### src/rtl/pc_fetch_unit.sv
// pc_fetch_unit
// Instruction-fetch stage. Holds the program counter, advances or redirects it
// on the sequencer's PC-enable pulse, and runs a req/ack read of instruction
// memory on the following memory-enable pulse. The fetched word, or a NOP
// after a memory timeout, is latched for the decode stage.
//
// State machine:
//   ST_IDLE  - waiting for an I_enpc pulse; I_enmem alone is the data-phase
//              pulse of the sequencer and is ignored here.
//   ST_ARMED - PC updated, waiting for the I_enmem pulse that starts the read.
//   ST_WAIT  - O_imem_req high with a stable address until ack or timeout.
//
// Every output is driven from a flop. O_busy is a decode of the state register.

module pc_fetch_unit #(
    parameter int unsigned      XLEN      = 32,
    parameter logic [XLEN-1:0]  RESET_PC  = 32'h0000_0000,
    parameter int unsigned      TIMEOUT   = 15,
    parameter logic [XLEN-1:0]  NOP_INSTR = 32'h0000_0013
) (
    input  logic            clk,
    input  logic            I_reset_n,
    input  logic            I_enpc,
    input  logic            I_enmem,
    input  logic            I_branch_taken,
    input  logic [XLEN-1:0] I_branch_target,
    output logic            O_imem_req,
    output logic [XLEN-1:0] O_imem_addr,
    input  logic            I_imem_ack,
    input  logic [XLEN-1:0] I_imem_rdata,
    output logic [XLEN-1:0] O_pc,
    output logic [XLEN-1:0] O_instr,
    output logic            O_instr_valid,
    output logic            O_busy,
    output logic            O_fault
);

    // Value of the wait counter during the last WAIT cycle before a timeout.
    // The counter holds the number of earlier ack-less WAIT cycles, so it
    // reads TIMEOUT-1 in the TIMEOUT-th cycle.
    localparam logic [7:0] WAIT_LAST = 8'(TIMEOUT - 1);

    typedef enum logic [1:0] {
        ST_IDLE  = 2'd0,
        ST_ARMED = 2'd1,
        ST_WAIT  = 2'd2
    } fetch_state_t;

    // Sequential successor of a PC; wraps modulo 2^XLEN.
    function automatic logic [XLEN-1:0] pc_plus4(input logic [XLEN-1:0] pc);
        return pc + XLEN'(4);
    endfunction

    // Redirect target forced onto a word boundary. Masking rather than
    // slicing keeps every target bit in use.
    function automatic logic [XLEN-1:0] word_align(input logic [XLEN-1:0] addr);
        return addr & ~XLEN'(3);
    endfunction

    fetch_state_t    state_r;
    fetch_state_t    state_nxt_s;

    logic [XLEN-1:0] pc_r;
    logic [XLEN-1:0] pc_nxt_s;
    logic [XLEN-1:0] instr_r;
    logic [XLEN-1:0] instr_nxt_s;
    logic            valid_r;
    logic            valid_nxt_s;
    logic            req_r;
    logic            req_nxt_s;
    logic            fault_r;
    logic            fault_nxt_s;
    logic            first_fetch_r;
    logic            first_fetch_nxt_s;
    logic [7:0]      wait_cnt_r;
    logic [7:0]      wait_cnt_nxt_s;

    logic            in_wait_s;
    logic            ack_hit_s;
    logic            timeout_hit_s;

    // Completion decode for the current WAIT cycle; an ack in the final
    // allowed cycle takes priority over the timeout.
    always_comb begin
        in_wait_s     = (state_r == ST_WAIT);
        ack_hit_s     = in_wait_s && I_imem_ack;
        timeout_hit_s = in_wait_s && !I_imem_ack && (wait_cnt_r == WAIT_LAST);
    end

    // State register.
    always_ff @(posedge clk or negedge I_reset_n) begin
        if (!I_reset_n) begin
            state_r <= ST_IDLE;
        end else begin
            state_r <= state_nxt_s;
        end
    end

    // Next-state logic: enpc wins in IDLE, enmem wins in ARMED, and WAIT
    // ignores both sequencer pulses.
    always_comb begin
        state_nxt_s = state_r;
        case (state_r)
            ST_IDLE: begin
                if (I_enpc) begin
                    state_nxt_s = ST_ARMED;
                end else begin
                    state_nxt_s = ST_IDLE;
                end
            end
            ST_ARMED: begin
                if (I_enmem) begin
                    state_nxt_s = ST_WAIT;
                end else begin
                    state_nxt_s = ST_ARMED;
                end
            end
            ST_WAIT: begin
                if (ack_hit_s || timeout_hit_s) begin
                    state_nxt_s = ST_IDLE;
                end else begin
                    state_nxt_s = ST_WAIT;
                end
            end
            default: begin
                state_nxt_s = ST_IDLE;
            end
        endcase
    end

    // Output/datapath next values. Everything holds unless the current
    // state acts on it.
    always_comb begin
        pc_nxt_s          = pc_r;
        instr_nxt_s       = instr_r;
        valid_nxt_s       = valid_r;
        req_nxt_s         = req_r;
        fault_nxt_s       = fault_r;
        first_fetch_nxt_s = first_fetch_r;
        wait_cnt_nxt_s    = wait_cnt_r;
        case (state_r)
            ST_IDLE: begin
                req_nxt_s      = 1'b0;
                wait_cnt_nxt_s = 8'd0;
                if (I_enpc) begin
                    // The first fetch after reset uses RESET_PC itself.
                    if (first_fetch_r) begin
                        first_fetch_nxt_s = 1'b0;
                    end else if (I_branch_taken) begin
                        pc_nxt_s = word_align(I_branch_target);
                    end else begin
                        pc_nxt_s = pc_plus4(pc_r);
                    end
                    valid_nxt_s = 1'b0;
                end else begin
                    valid_nxt_s = valid_r;
                end
            end
            ST_ARMED: begin
                if (I_enmem) begin
                    req_nxt_s      = 1'b1;
                    wait_cnt_nxt_s = 8'd0;
                end else begin
                    req_nxt_s = 1'b0;
                end
            end
            ST_WAIT: begin
                if (ack_hit_s) begin
                    instr_nxt_s    = I_imem_rdata;
                    valid_nxt_s    = 1'b1;
                    req_nxt_s      = 1'b0;
                    wait_cnt_nxt_s = 8'd0;
                end else if (timeout_hit_s) begin
                    // Hand decode a harmless instruction and flag the fault;
                    // the flag stays set until reset.
                    instr_nxt_s    = NOP_INSTR;
                    valid_nxt_s    = 1'b1;
                    req_nxt_s      = 1'b0;
                    fault_nxt_s    = 1'b1;
                    wait_cnt_nxt_s = 8'd0;
                end else begin
                    req_nxt_s      = 1'b1;
                    wait_cnt_nxt_s = wait_cnt_r + 8'd1;
                end
            end
            default: begin
                req_nxt_s      = 1'b0;
                wait_cnt_nxt_s = 8'd0;
            end
        endcase
    end

    // Datapath and output registers; reset clears the request at once.
    always_ff @(posedge clk or negedge I_reset_n) begin
        if (!I_reset_n) begin
            pc_r          <= RESET_PC;
            instr_r       <= {XLEN{1'b0}};
            valid_r       <= 1'b0;
            req_r         <= 1'b0;
            fault_r       <= 1'b0;
            first_fetch_r <= 1'b1;
            wait_cnt_r    <= 8'd0;
        end else begin
            pc_r          <= pc_nxt_s;
            instr_r       <= instr_nxt_s;
            valid_r       <= valid_nxt_s;
            req_r         <= req_nxt_s;
            fault_r       <= fault_nxt_s;
            first_fetch_r <= first_fetch_nxt_s;
            wait_cnt_r    <= wait_cnt_nxt_s;
        end
    end

    assign O_pc          = pc_r;
    assign O_imem_addr   = pc_r;
    assign O_imem_req    = req_r;
    assign O_instr       = instr_r;
    assign O_instr_valid = valid_r;
    assign O_fault       = fault_r;
    assign O_busy        = (state_r != ST_IDLE);

endmodule
### config.mk
export PLATFORM = sky130hd
export DESIGN_NAME = pc_fetch_unit
export DESIGN_NICKNAME = d
export VERILOG_FILES = /design/src/rtl/pc_fetch_unit.sv
export SDC_FILE = /design/constraint.sdc
export NUM_CORES = 1
export LEC_CHECK = 0
export CAP_MARGIN = 10
export CORE_MARGIN = 4
export CORE_UTILIZATION = 43
export CTS_CLUSTER_DIAMETER = 60
export DETAILED_ROUTE_END_ITERATION = 10
export GPL_TIMING_DRIVEN = 0
export PLACE_DENSITY = 0.86
export SYNTH_ARGS = -nofsm -noshare
export SYNTH_HDL_FRONTEND = slang
export SYNTH_SLANG_ARGS = --single-unit
### constraint.sdc
create_clock -name clk -period 3.13 [get_ports clk]
set_clock_uncertainty 0.2 [all_clocks]
set_input_delay 0.626 -clock clk [delete_from_list [all_inputs] [get_ports clk]]
set_output_delay 0.626 -clock clk [all_outputs]
set_load 0.005 [all_outputs]
==> flow_metrics.env <==
export IMPL_status="finished, final reports clean"
export IMPL_clkTransAtPathRegs_ns=0.10
export IMPL_grt_pass1_vias=4250
export IMPL_yosysWarnings=0
export IMPL_die_area_mm2=0.01120
export IMPL_grt_max_degree=45
export IMPL_floorplan_rows=35
export IMPL_synth_xor_area_share_pct=0
export IMPL_finalSetupViolCount=0
export IMPL_netlist_top_cells_area="dfrtp_1 46%, buf_4 6.2%, a22o_1 6.2%, o21ai_0 4.1%, a21oi_1 3.4%"
export IMPL_yosysSeqAreaShare_pct=46.25
export IMPL_cap_viol_max_count=0
export IMPL_peakVddDrop_uv=512.7
export IMPL_finalHoldViolCount=0
export IMPL_cts_tree="built"
export IMPL_cts_resized_gates=0
export IMPL_place_congestion=0.9140
export IMPL_rrSetupSlack_ns=0.37
export IMPL_crit_arrival_ns=2.77
export IMPL_tightest_slew_ns=0.7581
export IMPL_leakagePower_uw=0.002578
export IMPL_rsz0062_at_grt="no"
export IMPL_synthSimpleGateAreaFrac_pct=19.82
export IMPL_hold_path_class="input port to async pin"
export IMPL_antenna_found_initial=0
export IMPL_die_h_um=105.8
export IMPL_start_util_pct=44.33
export IMPL_cts_buffer_depth=2
export IMPL_synth_seq_cells=76
export IMPL_ys_types=51
export IMPL_holdWs_ns=0.01565
export IMPL_pin_count=170
export IMPL_avgSynthCellArea_um2=9.504
export IMPL_layout_drive_gt1_share_pct=10.88
export IMPL_core_area_mm2=0.009284
export IMPL_dp_hpwl_mm=9.865
export IMPL_area_growth_pct=49.44
export IMPL_via_count=4178
export IMPL_cts_buffers=9
export IMPL_routedWlPerCell_um=17.78
export IMPL_synth_compound_area_share_pct=21.31
export IMPL_reg2reg_depth=6
export IMPL_endpoint_kind="register"
export IMPL_port_buffers=163
export IMPL_grt_pass1_wl_mm=21.16
export IMPL_worstPathMaxFanout=7
export IMPL_slew_violations=0
export IMPL_period_needed_ns=2.762
export IMPL_post_route_util_pct=66.24
export IMPL_async_reset_ff_share_pct=100.0
export IMPL_critPathKind="register to register"
export IMPL_gr_total_overflow=0
export IMPL_grt_usage_pct=23.34
export IMPL_vias_per_cell=5.608
export IMPL_yosys_area_top_type="dfrtp_1"
export IMPL_start_kind="register"
export IMPL_holdBufCountCts=0
export IMPL_synthCells=433
export IMPL_synth_edf_count=0
export IMPL_clock_fmax_ghz=0.3621
export IMPL_detailedRoute_firstIterationViolations=218
export IMPL_postCtsSetupRepairBufs=0
export IMPL_clock_root_buffer="clkbuf_8"
export IMPL_final_nets=688
export IMPL_synth_top_family_by_area="compound AO/OA/AOI/OAI gates"
export IMPL_netlist_area_mm2=0.004115
export IMPL_cts_sinks=76
export IMPL_fin_ws_ns=0.3682
export IMPL_synth_top_flop_cell="dfrtp_1"
export IMPL_pre_cts_slack_ns=0.1948
export IMPL_num_antenna_cells=0
export IMPL_synthMuxAreaShare_pct=0.7297
export IMPL_synth_top_area_share_pct=45.61
export IMPL_worstSkewPairLatency_ns=0.36
export IMPL_dr_pass1_iters=5
export IMPL_drc_errors=0
export IMPL_p_per_area_mw_per_mm2=848.7
export IMPL_wl_mm=13.24
export IMPL_slew_headroom_pct=48.99
export IMPL_synth_adder_area_share_pct=2.128
export IMPL_cts_htree_levels=3
export IMPL_final_antenna_net_count=0
export IMPL_die_w_um=105.8
export IMPL_worstPathRequired_ns=3.14
export IMPL_period_share_pct=88.24
export IMPL_n_fill_cell=721
-- layer usage --
layer | GRT usage (%) | part of all wire, % | vias up
met5 | 0 | 0 | -
met4 | 8.881 | 1.8 | 0
met3 | 6.307 | 11 | 25
met2 | 39.44 | 48 | 261
met1 | 28.43 | 40 | 1972
li1 | - | - | 1920
-- power by group --
group / total, uW / switching (uW) / internal [uW] / leakage, uW
Combinational: 2570 / 940 / 1630 / 0.00153
Clock: 798 / 416 / 381 / 0.000101
Sequential: 1850 / 480 / 1370 / 0.000943
-- cells in the final DEF, fill, tap and decap left out, types with 7 or more instances in the layout --
master	Yosys	routed
o21ai_0	34	34
clkdlybuf4s50_1	0	162
buf_4	34	35
and3_1	8	8
a21oi_1	28	28
nand4_1	8	8
or3_1	10	10
dfrtp_1	75	75
ha_1	7	7
nand3_1	18	18
a22o_1	29	29
nor3_1	18	18
clkbuf_8	0	9
clkbuf_1	22	22
inv_1	9	9
nand2_1	25	25
nor2_1	21	21
a311oi_1	8	8
-- cell type report --
type | count | area (um^2) | area share (%)
Sequential cell | 76 | 1903 | 30.95
Multi-Input combinational cell | 291 | 1826 | 29.68
Timing Repair Buffer | 164 | 1657 | 26.94
Buffer | 60 | 364.1 | 5.921
Tap cell | 129 | 161.4 | 2.625
Clock buffer | 9 | 123.9 | 2.014
Clock inverter | 7 | 81.33 | 1.322
Inverter | 9 | 33.78 | 0.5493
-- synthesized netlist by cell type, drive strengths merged, types with 6 or more instances --
master,count
nand4,9
buf,37
ha,7
inv,9
dfrtp,75
a311oi,8
nor2b,6
nor3,18
nor2,21
nand2,25
a21oi,28
o21ai,34
clkbuf,23
or3,10
and3,8
a22o,29
nor4,7
nand3,18
-- final timing paths --
check,start,to
setup / recovery,O_imem_addr[2]$_DFFE_PN0P_,O_imem_addr[22]$_DFFE_PN0P_
hold / removal,I_reset_n,O_imem_addr[10]$_DFFE_PN0P_
setup reg to reg,O_imem_addr[2]$_DFFE_PN0P_,O_imem_addr[22]$_DFFE_PN0P_
hold reg to reg,O_fault$_DFFE_PN0P_,O_fault$_DFFE_PN0P_
max in group asynchronous,I_reset_n,first_fetch_r$_DFFE_PN1N_
min in group clk,O_fault$_DFFE_PN0P_,O_fault$_DFFE_PN0P_
-- per-stage QoR --
stage / TNS [ns] / cell area, um^2 / total power [uW] / std cells
final: 0 / 6150 / 5219 / 745
after global routing: 0 / 6150 / 5532 / 745
after CTS: 0 / 6150 / 5237 / 745
after detailed placement: 0 / 5944 / 4421 / 729
after global placement: -103.69 / 5919 / 4334 / 728
after floorplan: 0 / 4126 / 2840 / 436
-- logic make-up (layout without fill, tap and decap cells) --
kind of cell    after synthesis  count (layout)
other cells                   1               4
flops                        76              76
fa+ha+maj                     7               7
simple gates                146             146
mux                           3               3
compound gates              131             131
buf+inv                      69             249
-- critical path, stage by stage, from the launching register on --
cell,delay [ns]
dfrtp_1,0.47
ha_1,0.23
nand3_1,0.20
nor4_1,0.72
nand2_1,0.21
nor3_1,0.40
a311oi_1,0.17
-- sequential cells by signal (all words and copies together) (netlist names) --
| name | count |
|---|---|
| O_instr | 32 |
| O_imem_addr | 30 |
| wait_cnt_r | 8 |
| state_r | 2 |
| O_fault | 1 |
| O_imem_req | 1 |
| O_instr_valid | 1 |
| first_fetch_r | 1 |
(Power assumes the default switching activity.)
